===== config.mk =====
export PLATFORM = sky130hd
export DESIGN_NAME = paddle_motion_ctrl
export DESIGN_NICKNAME = d
export VERILOG_FILES = /design/src/rtl/paddle_motion_ctrl.sv
export SDC_FILE = /design/constraint.sdc
export NUM_CORES = 1
export LEC_CHECK = 0
export ABC_AREA = 1
export CORE_AREA = 2 2 91 93
export DETAILED_ROUTE_END_ITERATION = 10
export DIE_AREA = 0 0 93 95
export DONT_BUFFER_PORTS = 1
export GPL_ROUTABILITY_DRIVEN = 0
export PLACE_DENSITY = 0.59
export SYNTH_ARGS = -nofsm -noshare
export SYNTH_HDL_FRONTEND = slang
export SYNTH_SLANG_ARGS = --single-unit

===== constraint.sdc =====
create_clock -name clk -period 15.84 [get_ports clk]
set_input_delay 1.584 -clock clk [delete_from_list [all_inputs] [get_ports clk]]
set_output_delay 1.584 -clock clk [all_outputs]
set_load 0.02 [all_outputs]

===== src/rtl/paddle_motion_ctrl.sv =====
// Paddle kinematics: action code -> ramped velocity, reversal brake,
// field clamp; state advances once per frame_tick.
module paddle_motion_ctrl #(
    parameter logic [10:0] INIT_Y     = 11'd240,
    parameter logic [10:0] PAD_HEIGHT = 11'd80,
    parameter logic [10:0] FIELD_H    = 11'd480,
    parameter logic [10:0] MAX_SPEED  = 11'd8,
    parameter logic [10:0] ACCEL      = 11'd1,
    parameter logic [10:0] BRAKE      = 11'd2
) (
    input  logic               clk,
    input  logic               rst,
    input  logic               frame_tick,
    input  logic [2:0]         action,
    output logic signed [10:0] paddle_posy,
    output logic signed [10:0] paddle_vely,
    output logic [1:0]         state,
    output logic               at_top,
    output logic               at_bottom
);

    typedef enum logic [1:0] {
        IDLE = 2'd0,
        UP   = 2'd1,
        DOWN = 2'd2
    } state_t;

    localparam logic [10:0] HALF = PAD_HEIGHT >> 1;
    localparam logic [10:0] TOP  = FIELD_H - HALF;
    localparam logic signed [11:0] TOP_S = {1'b0, TOP};
    localparam logic signed [11:0] BOT_S = {1'b0, HALF};

    state_t             state_q;
    state_t             st_fsm;
    state_t             state_n;
    logic               dir_up;
    logic               dir_dn;
    logic               go;
    logic [10:0]        mag;
    logic [10:0]        mag_n;
    logic [11:0]        ramp;
    logic signed [11:0] vel12;
    logic signed [11:0] pos12;
    logic signed [10:0] posy_n;
    logic signed [10:0] vely_n;
    logic               top_n;
    logic               bot_n;

    always_ff @(posedge clk) begin
        if (rst) begin
            state_q     <= IDLE;
            paddle_posy <= INIT_Y;
            paddle_vely <= '0;
            at_top      <= 1'b0;
            at_bottom   <= 1'b0;
        end else if (frame_tick) begin
            state_q     <= state_n;
            paddle_posy <= posy_n;
            paddle_vely <= vely_n;
            at_top      <= top_n;
            at_bottom   <= bot_n;
        end
    end

    always_comb begin
        dir_up = (action == 3'd2);
        dir_dn = (action == 3'd3);
        go     = (state_q == UP) ? dir_up : dir_dn;
        mag    = paddle_vely[10] ? 11'(-paddle_vely) : 11'(paddle_vely);
        ramp   = {1'b0, mag} + {1'b0, ACCEL};
        st_fsm = state_q;
        mag_n  = mag;
        case (state_q)
            IDLE: begin
                if (dir_up) begin
                    st_fsm = UP;
                    mag_n  = ACCEL;
                end else if (dir_dn) begin
                    st_fsm = DOWN;
                    mag_n  = ACCEL;
                end else begin
                    mag_n  = '0;
                end
            end
            UP, DOWN: begin
                if (go) begin
                    mag_n = (ramp > {1'b0, MAX_SPEED}) ? MAX_SPEED : ramp[10:0];
                end else begin
                    // any non-driving code brakes; sign never flips here
                    mag_n = (mag > BRAKE) ? mag - BRAKE : '0;
                    if (mag_n == '0) st_fsm = IDLE;
                end
            end
            default: begin
                st_fsm = IDLE;
                mag_n  = '0;
            end
        endcase

        vel12 = {1'b0, mag_n};
        if (st_fsm == DOWN) vel12 = -vel12;
        pos12 = {paddle_posy[10], paddle_posy} + vel12;

        state_n = st_fsm;
        posy_n  = pos12[10:0];
        vely_n  = vel12[10:0];
        if (pos12 >= TOP_S) begin
            state_n = IDLE;
            posy_n  = TOP;
            vely_n  = '0;
        end else if (pos12 <= BOT_S) begin
            state_n = IDLE;
            posy_n  = HALF;
            vely_n  = '0;
        end
        top_n = (posy_n == TOP);
        bot_n = (posy_n == HALF);
    end

    always_comb begin
        state = state_q;
    end

endmodule


==> flow_metrics.py, run 1 <==
metrics = {
    "timing": {
        "fin_tns_setup_ns": 0,
        "fin_crit_sh_pct": 42.48,
        "skew_ns": 0.01117,
        "setup_violations": 0,
        "layout_min_cycle_time_ns": 6.729,
        "slew_headroom_pct": 37.33,
        "fmax_mhz": 148.6,
        "tightest_slew_ns": 0.9321,
        "grt_setup_unrepaired": "false",
        "hold_viol_final": 0,
        "slew_viol_final": 0,
    },
    "logic_synthesis": {
        "ys_ff_latch": 26,
        "synth.largest_area_cell": "dfxtp_1",
        "yosysSeqAreaShare_pct": 16.69,
        "synth_edf_count": 0,
        "synthArstFlopShare_pct": 0,
        "ys_top_cells_by_area": "dfxtp_1, nand2_1, ha_1",
        "syn-cell-area_um2": 3119,
        "synthTopCellsByCount": "nand2_1, inv_1, nand3_1",
        "syn_area_per_cell_um2": 6.080,
        "ys_warn_count": 0,
        "synth_fp_nets": 542,
        "synth_cell_types": 40,
        "synth_most_common_cell": "nand2_1",
        "synth_top_area_share_pct": 16.69,
        "syn_inst": 513,
        "synth_flop_cell": "dfxtp_1",
    },
    "power_and_ir_drop": {
        "leakagePower_uw": 0.001776,
        "p_total_uw": 678.0,
        "power_density_nw_per_um2": 208.7,
        "max-vdd-ir-drop_mv": 0.1542,
    },
    "route": {
        "drc": 0,
        "via_count": 3151,
        "antenna_left": 0,
        "routed_via_density": 5.149,
        "drtPass1Iterations": 5,
        "finalWirelength_mm": 8.074,
        "drtIter0Drc": 195,
        "wire_per_inst_um": 13.19,
    },
    "layout": {
        "multiInputGateArea_um2": 2217,
        "layout.nets": 537,
        "regArea_um2": 520.5,
        "syn_to_final_growth_pct": 4.132,
        "fillCellCount": 891,
        "diodes": 0,
        "drive_above_1_share_pct": 11.24,
    },
    "global_routing": {
        "grt_pass1_vias": 2940,
        "grt_usage_pct": 19.02,
        "grt_max_degree": 22,
        "grt_pass1_wl_mm": 13.68,
        "antenna_found_initial": 0,
        "grt_remaining_overflow": 0,
    },
    "worst_setup_path": {
        "slowest_stage": "dfxtp_1",
        "crit_type": "reg2reg",
        "cp-end-kind": "register",
        "cp.required_ns": 16.05,
        "crit_path_max_incr_delay_ns": 0.64,
        "crit_top_cell": "nand2_1",
        "critPathArrivalTime_ns": 6.94,
        "crit_path_start_kind": "register",
        "cp_max_fo": 19,
    },
    "cts": {
        "postCtsSetupBuffers": 0,
        "clk_pin_slew_ns": 0.10,
        "clockRootBuffer": "clkbuf_8",
        "cts_tree": "done",
        "cts_buffers": 3,
        "ctsHoldBuffers": 0,
        "clock_latency_ns": 0.28,
        "clkSinkCount": 26,
        "htreeDepth": 1,
        "max-clock-path-buffers": 2,
        "cts_resized": 0,
    },
    "floorplanning": {
        "rows": 33,
        "core_um2": 7928,
        "fp.dieH_um": 95,
        "dieArea_um2": 8835,
        "die_x_um": 93,
        "start_util_pct": 39.35,
        "ioPinCount": 32,
    },
    "place": {
        "port_buffers": 0,
        "place_hpwl_mm": 6.481,
    },
    "worst_hold_path": {
        "hold_class": "reg2reg",
    },
    "run_status": {
        "outcome": "finished clean",
    },
    "job": {
        "drv_cap": 0,
    },
}
power breakdown:
part	internal [µW]	switching [µW]
Clock	33.8	22.1
Sequential	81.2	40.9
Combinational	170	330
Total	285	393
flip-flops by register name, summed over array words and instances, names as in the netlist:
name         flops
paddle_posy     11
state            2
at_bottom        1
at_top           1
paddle_vely     11
critical path: cells and delay by family, from the launching register on:
| family | cells | cell delay, ns |
|---|---|---|
| and+or+nand+nor | 27 | 3.16 |
| AOI/OAI and AO/OA | 5 | 0.81 |
| buffers and inverters | 5 | 0.55 |
| xor gates and xnor gates | 2 | 0.38 |
| DFF | 1 | 0.64 |
| adders and majority gates | 4 | 1.14 |
final cells by class:
cell class | count | area share, %
clock buffers | 3 | 1.271
clock inverters | 1 | 0.9245
inverters | 82 | 9.476
multi-input cells | 395 | 68.26
flip-flops and latches | 26 | 16.02
well taps | 105 | 4.045
cells by family (layout without fill, tap and decap cells):
group           after synthesis  after routing  share of synthesized area [%]
simple gates                294            294                          45.45
xor+xnor                     19             19                          5.335
flops                        26             26                          16.69
buf+inv                      92             86                          12.23
fa+ha+maj                    23             23                          9.466
compound gates               59             59                          10.83
metal layers:
layer  wire [µm]  up-vias  track usage, %
met5           0        -               0
met4         150        0           6.127
met3         340       14           2.554
met2        3813       78           32.43
met1        3770     1432           24.89
li1            -     1627               -
final timing paths:
kind / from / endpoint / slack, ns / depth (start not counted)
worst max register to register: paddle_vely[0] / paddle_vely[5] / 9.11 / 43
worst max-delay path: paddle_vely[0] / paddle_vely[5] / 9.11 / 43
worst min-delay path: paddle_posy[9] / paddle_posy[9] / 0.57 / 2
worst min register to register: paddle_posy[9] / paddle_posy[9] / 0.57 / 2
per-stage QoR:
step | instances | hold WS [ns] | instance area [µm²] | utilization, % | setup slack [ns]
2_1_floorplan | 513 | 0.5304 | 3119 | - | 10.03
3_3_place_gp | 608 | 0.5545 | 3177 | 40.07 | 9.244
3_5_place_dp | 608 | 0.5549 | 3177 | 40.07 | 9.095
4_1_cts | 612 | 0.5685 | 3248 | 40.97 | 9.112
5_1_grt | 612 | 0.5799 | 3248 | 40.97 | 8.399
6_report | 612 | 0.5660 | 3248 | 40.97 | 9.111
layout by cell type (no fill, tap or decap), types with 2 or more instances in the layout:
| master | Yosys | layout |
|---|---|---|
| nor2_4 | 3 | 3 |
| nand2_4 | 2 | 2 |
| o21ai_1 | 4 | 4 |
| clkbuf_8 | 0 | 3 |
| nand4_1 | 14 | 14 |
| nor2_1 | 40 | 40 |
| nand2_1 | 136 | 136 |
| nor2_2 | 8 | 8 |
| inv_2 | 8 | 8 |
| o21bai_1 | 5 | 5 |
| or2_2 | 3 | 3 |
| nand3_4 | 2 | 2 |
| nand3_1 | 54 | 54 |
| o21ai_0 | 22 | 22 |
| xor2_1 | 18 | 18 |
| inv_1 | 72 | 72 |
| nand3b_1 | 2 | 2 |
| clkinv_1 | 2 | 2 |
| dfxtp_1 | 26 | 26 |
| nor3_1 | 5 | 5 |
| ha_1 | 22 | 22 |
| nand3_2 | 6 | 6 |
| nand2_2 | 16 | 16 |
| o211ai_1 | 4 | 4 |
| a21oi_1 | 17 | 17 |
Note: power is estimated with default switching activity, not from simulation.
==> run 2: changes to the inputs <==
==> constraint.sdc (replaced) <==
create_clock -name clk -period 6.4 [get_ports clk]
set_input_delay 0.64 -clock clk [delete_from_list [all_inputs] [get_ports clk]]
set_output_delay 0.64 -clock clk [all_outputs]
set_load 0.02 [all_outputs]
==> run 2 against run 1 <==
Die area stayed put. Critical path depth stayed put. Clock power rose by 95%. Sequential power rose by 140%. Core utilization is 0.84 points higher. Via count increased by 1.1%. Global-route usage up 0.36 points. Worst hold slack got worse by 0.14 ns.
==> flow_metrics.py, run 2 (same netlist as run 1, synthesis figures left out) <==
metrics = {
    "run_status": {
        "outcome": "finished clean",
    },
    "worst_setup_path": {
        "crit_path_start_kind": "register",
        "rr_startpoint": "paddle_vely[0]",
        "crit_type": "reg2reg",
        "timing.critical_path.from": "paddle_vely[0]",
        "path_buf_inv": 5,
        "critPathArrivalTime_ns": 5.94,
        "cp.required_ns": 6.62,
        "crit_top_cell": "nand2_1",
        "slowest_stage": "ha_1",
        "cp_top_family": "simple AND/OR/NAND/NOR gates",
        "cp-end-kind": "register",
        "crit_path_max_incr_delay_ns": 0.36,
        "cp_max_fo": 17,
    },
    "cts": {
        "max-clock-path-buffers": 2,
        "ctsHoldBuffers": 0,
        "clk_pin_slew_ns": 0.09,
        "cts_tree": "done",
        "cts_buffers": 3,
        "clock_latency_ns": 0.27,
        "clockRootBuffer": "clkbuf_8",
        "clkSinkCount": 26,
        "htreeDepth": 1,
    },
    "layout": {
        "final_common_cell": "nand2_1",
        "fillCellCount": 882,
        "utilization_pct": 41.81,
        "drive_above_1_share_pct": 13.06,
        "finalNonFillerCells": 618,
        "final_cell_mix": "nand2_1, inv_1, nand3_1",
        "syn_to_final_growth_pct": 6.258,
        "diodes": 0,
        "layout.nets": 543,
    },
    "timing": {
        "slew_headroom_pct": 51.99,
        "fin_crit_sh_pct": 89.39,
        "setup_violations": 0,
        "hold_viol_final": 0,
        "fin_ws_ns": 0.6791,
        "slew_viol_final": 0,
        "grt_setup_unrepaired": "true",
        "skew_ns": 0.003331,
        "tightest_slew_ns": 0.7176,
        "fin_tns_setup_ns": 0,
        "layout_min_cycle_time_ns": 5.721,
        "fmax_mhz": 174.8,
    },
    "route": {
        "via_count": 3186,
        "drc": 0,
        "drtIter0Drc": 149,
        "antenna_left": 0,
        "finalWirelength_mm": 8.448,
        "drtPass1Iterations": 8,
        "wire_per_inst_um": 13.67,
        "routed_via_density": 5.155,
    },
    "global_routing": {
        "grt_pass1_wl_mm": 14.06,
        "grt_max_degree": 22,
        "antenna_found_initial": 0,
        "grt_usage_pct": 19.38,
        "grt_pass1_vias": 2995,
        "grt_remaining_overflow": 0,
    },
    "power_and_ir_drop": {
        "p_total_uw": 1816,
        "power_density_nw_per_um2": 548.0,
        "max-vdd-ir-drop_mv": 0.3414,
        "leakagePower_uw": 0.001801,
    },
    "place": {
        "dp_slack_ns": 0.6369,
        "port_buffers": 0,
        "place_hpwl_mm": 6.594,
        "placed_cells": 611,
    },
    "floorplanning": {
        "dieArea_um2": 8835,
        "fp.dieH_um": 95,
        "rows": 33,
        "die_x_um": 93,
        "core_um2": 7928,
        "start_util_pct": 39.35,
        "ioPinCount": 32,
    },
    "worst_hold_path": {
        "min_from": "rst",
        "hold_class": "in2reg",
    },
    "job": {
        "drv_cap": 0,
    },
}
## run 2: cell count changes in the layout (fill, tap and decap cells not counted), moves of 2 or more
| cell | previous run | this run |
|---|---|---|
| buf_4 | 0 | 3 |
| nor2_4 | 3 | 6 |
| nor2_1 | 40 | 38 |
| nor2_2 | 8 | 10 |
## run 2: layout make-up
class,instances,area (µm²),share of cell area [%]
tap,105,131.4,3.964
clock buffer,4,55.05,1.661
multi-input combinational,398,2277,68.71
inverter,82,307.8,9.287
timing repair buffer,3,22.52,0.6795
sequential,26,520.5,15.70
## run 2: where the power goes
group / total [µW] / switching, µW / internal [µW]
Clock: 109 / 53.6 / 55.1
Sequential: 290 / 89.4 / 201
Combinational: 1420 / 950 / 467
Total: 1820 / 1090 / 723
## run 2: layer usage
layer  track usage, %  part of all wire, %  vias to the layer above
met1            25.04                   46                     1436
met5                0                    0                        -
met3            2.314                  4.2                       16
met2            33.51                   47                       77
met4            6.495                  2.2                        0
li1                 -                    -                     1657
## run 2: worst paths after layout
kind,endpoint,cells past startpoint,slack [ns]
worst min-delay path,at_bottom,1,0.42
worst max-delay path,paddle_vely[7],43,0.68
worst min register to register,at_bottom,2,0.56
worst max register to register,paddle_vely[7],43,0.68
## run 2: repair_timing
action,in CTS,in global routing
setup endpoints to repair,0,24
resized for setup,0,7
buffers inserted,0,0
## run 2: stage by stage
| step | hold slack (ns) | instance area [µm²] |
|---|---|---|
| 2_1_floorplan | 0.5304 | 3119 |
| 3_3_place_gp | 0.5527 | 3199 |
| 3_5_place_dp | 0.5570 | 3199 |
| 4_1_cts | 0.4213 | 3254 |
| 5_1_grt | 0.4119 | 3314 |
| 6_report | 0.4219 | 3314 |
==> run 3: changes to the inputs <==
--- a/config.mk
+++ b/config.mk
@@ -7,6 +7,7 @@
 export LEC_CHECK = 0
 export ABC_AREA = 1
 export CORE_AREA = 2 2 91 93
+export CTS_CLUSTER_DIAMETER = 150
 export DETAILED_ROUTE_END_ITERATION = 10
 export DIE_AREA = 0 0 93 95
 export DONT_BUFFER_PORTS = 1
==> results of run 3 <==
Same layout as run 2: the final DEF is identical, and so are final timing and power.
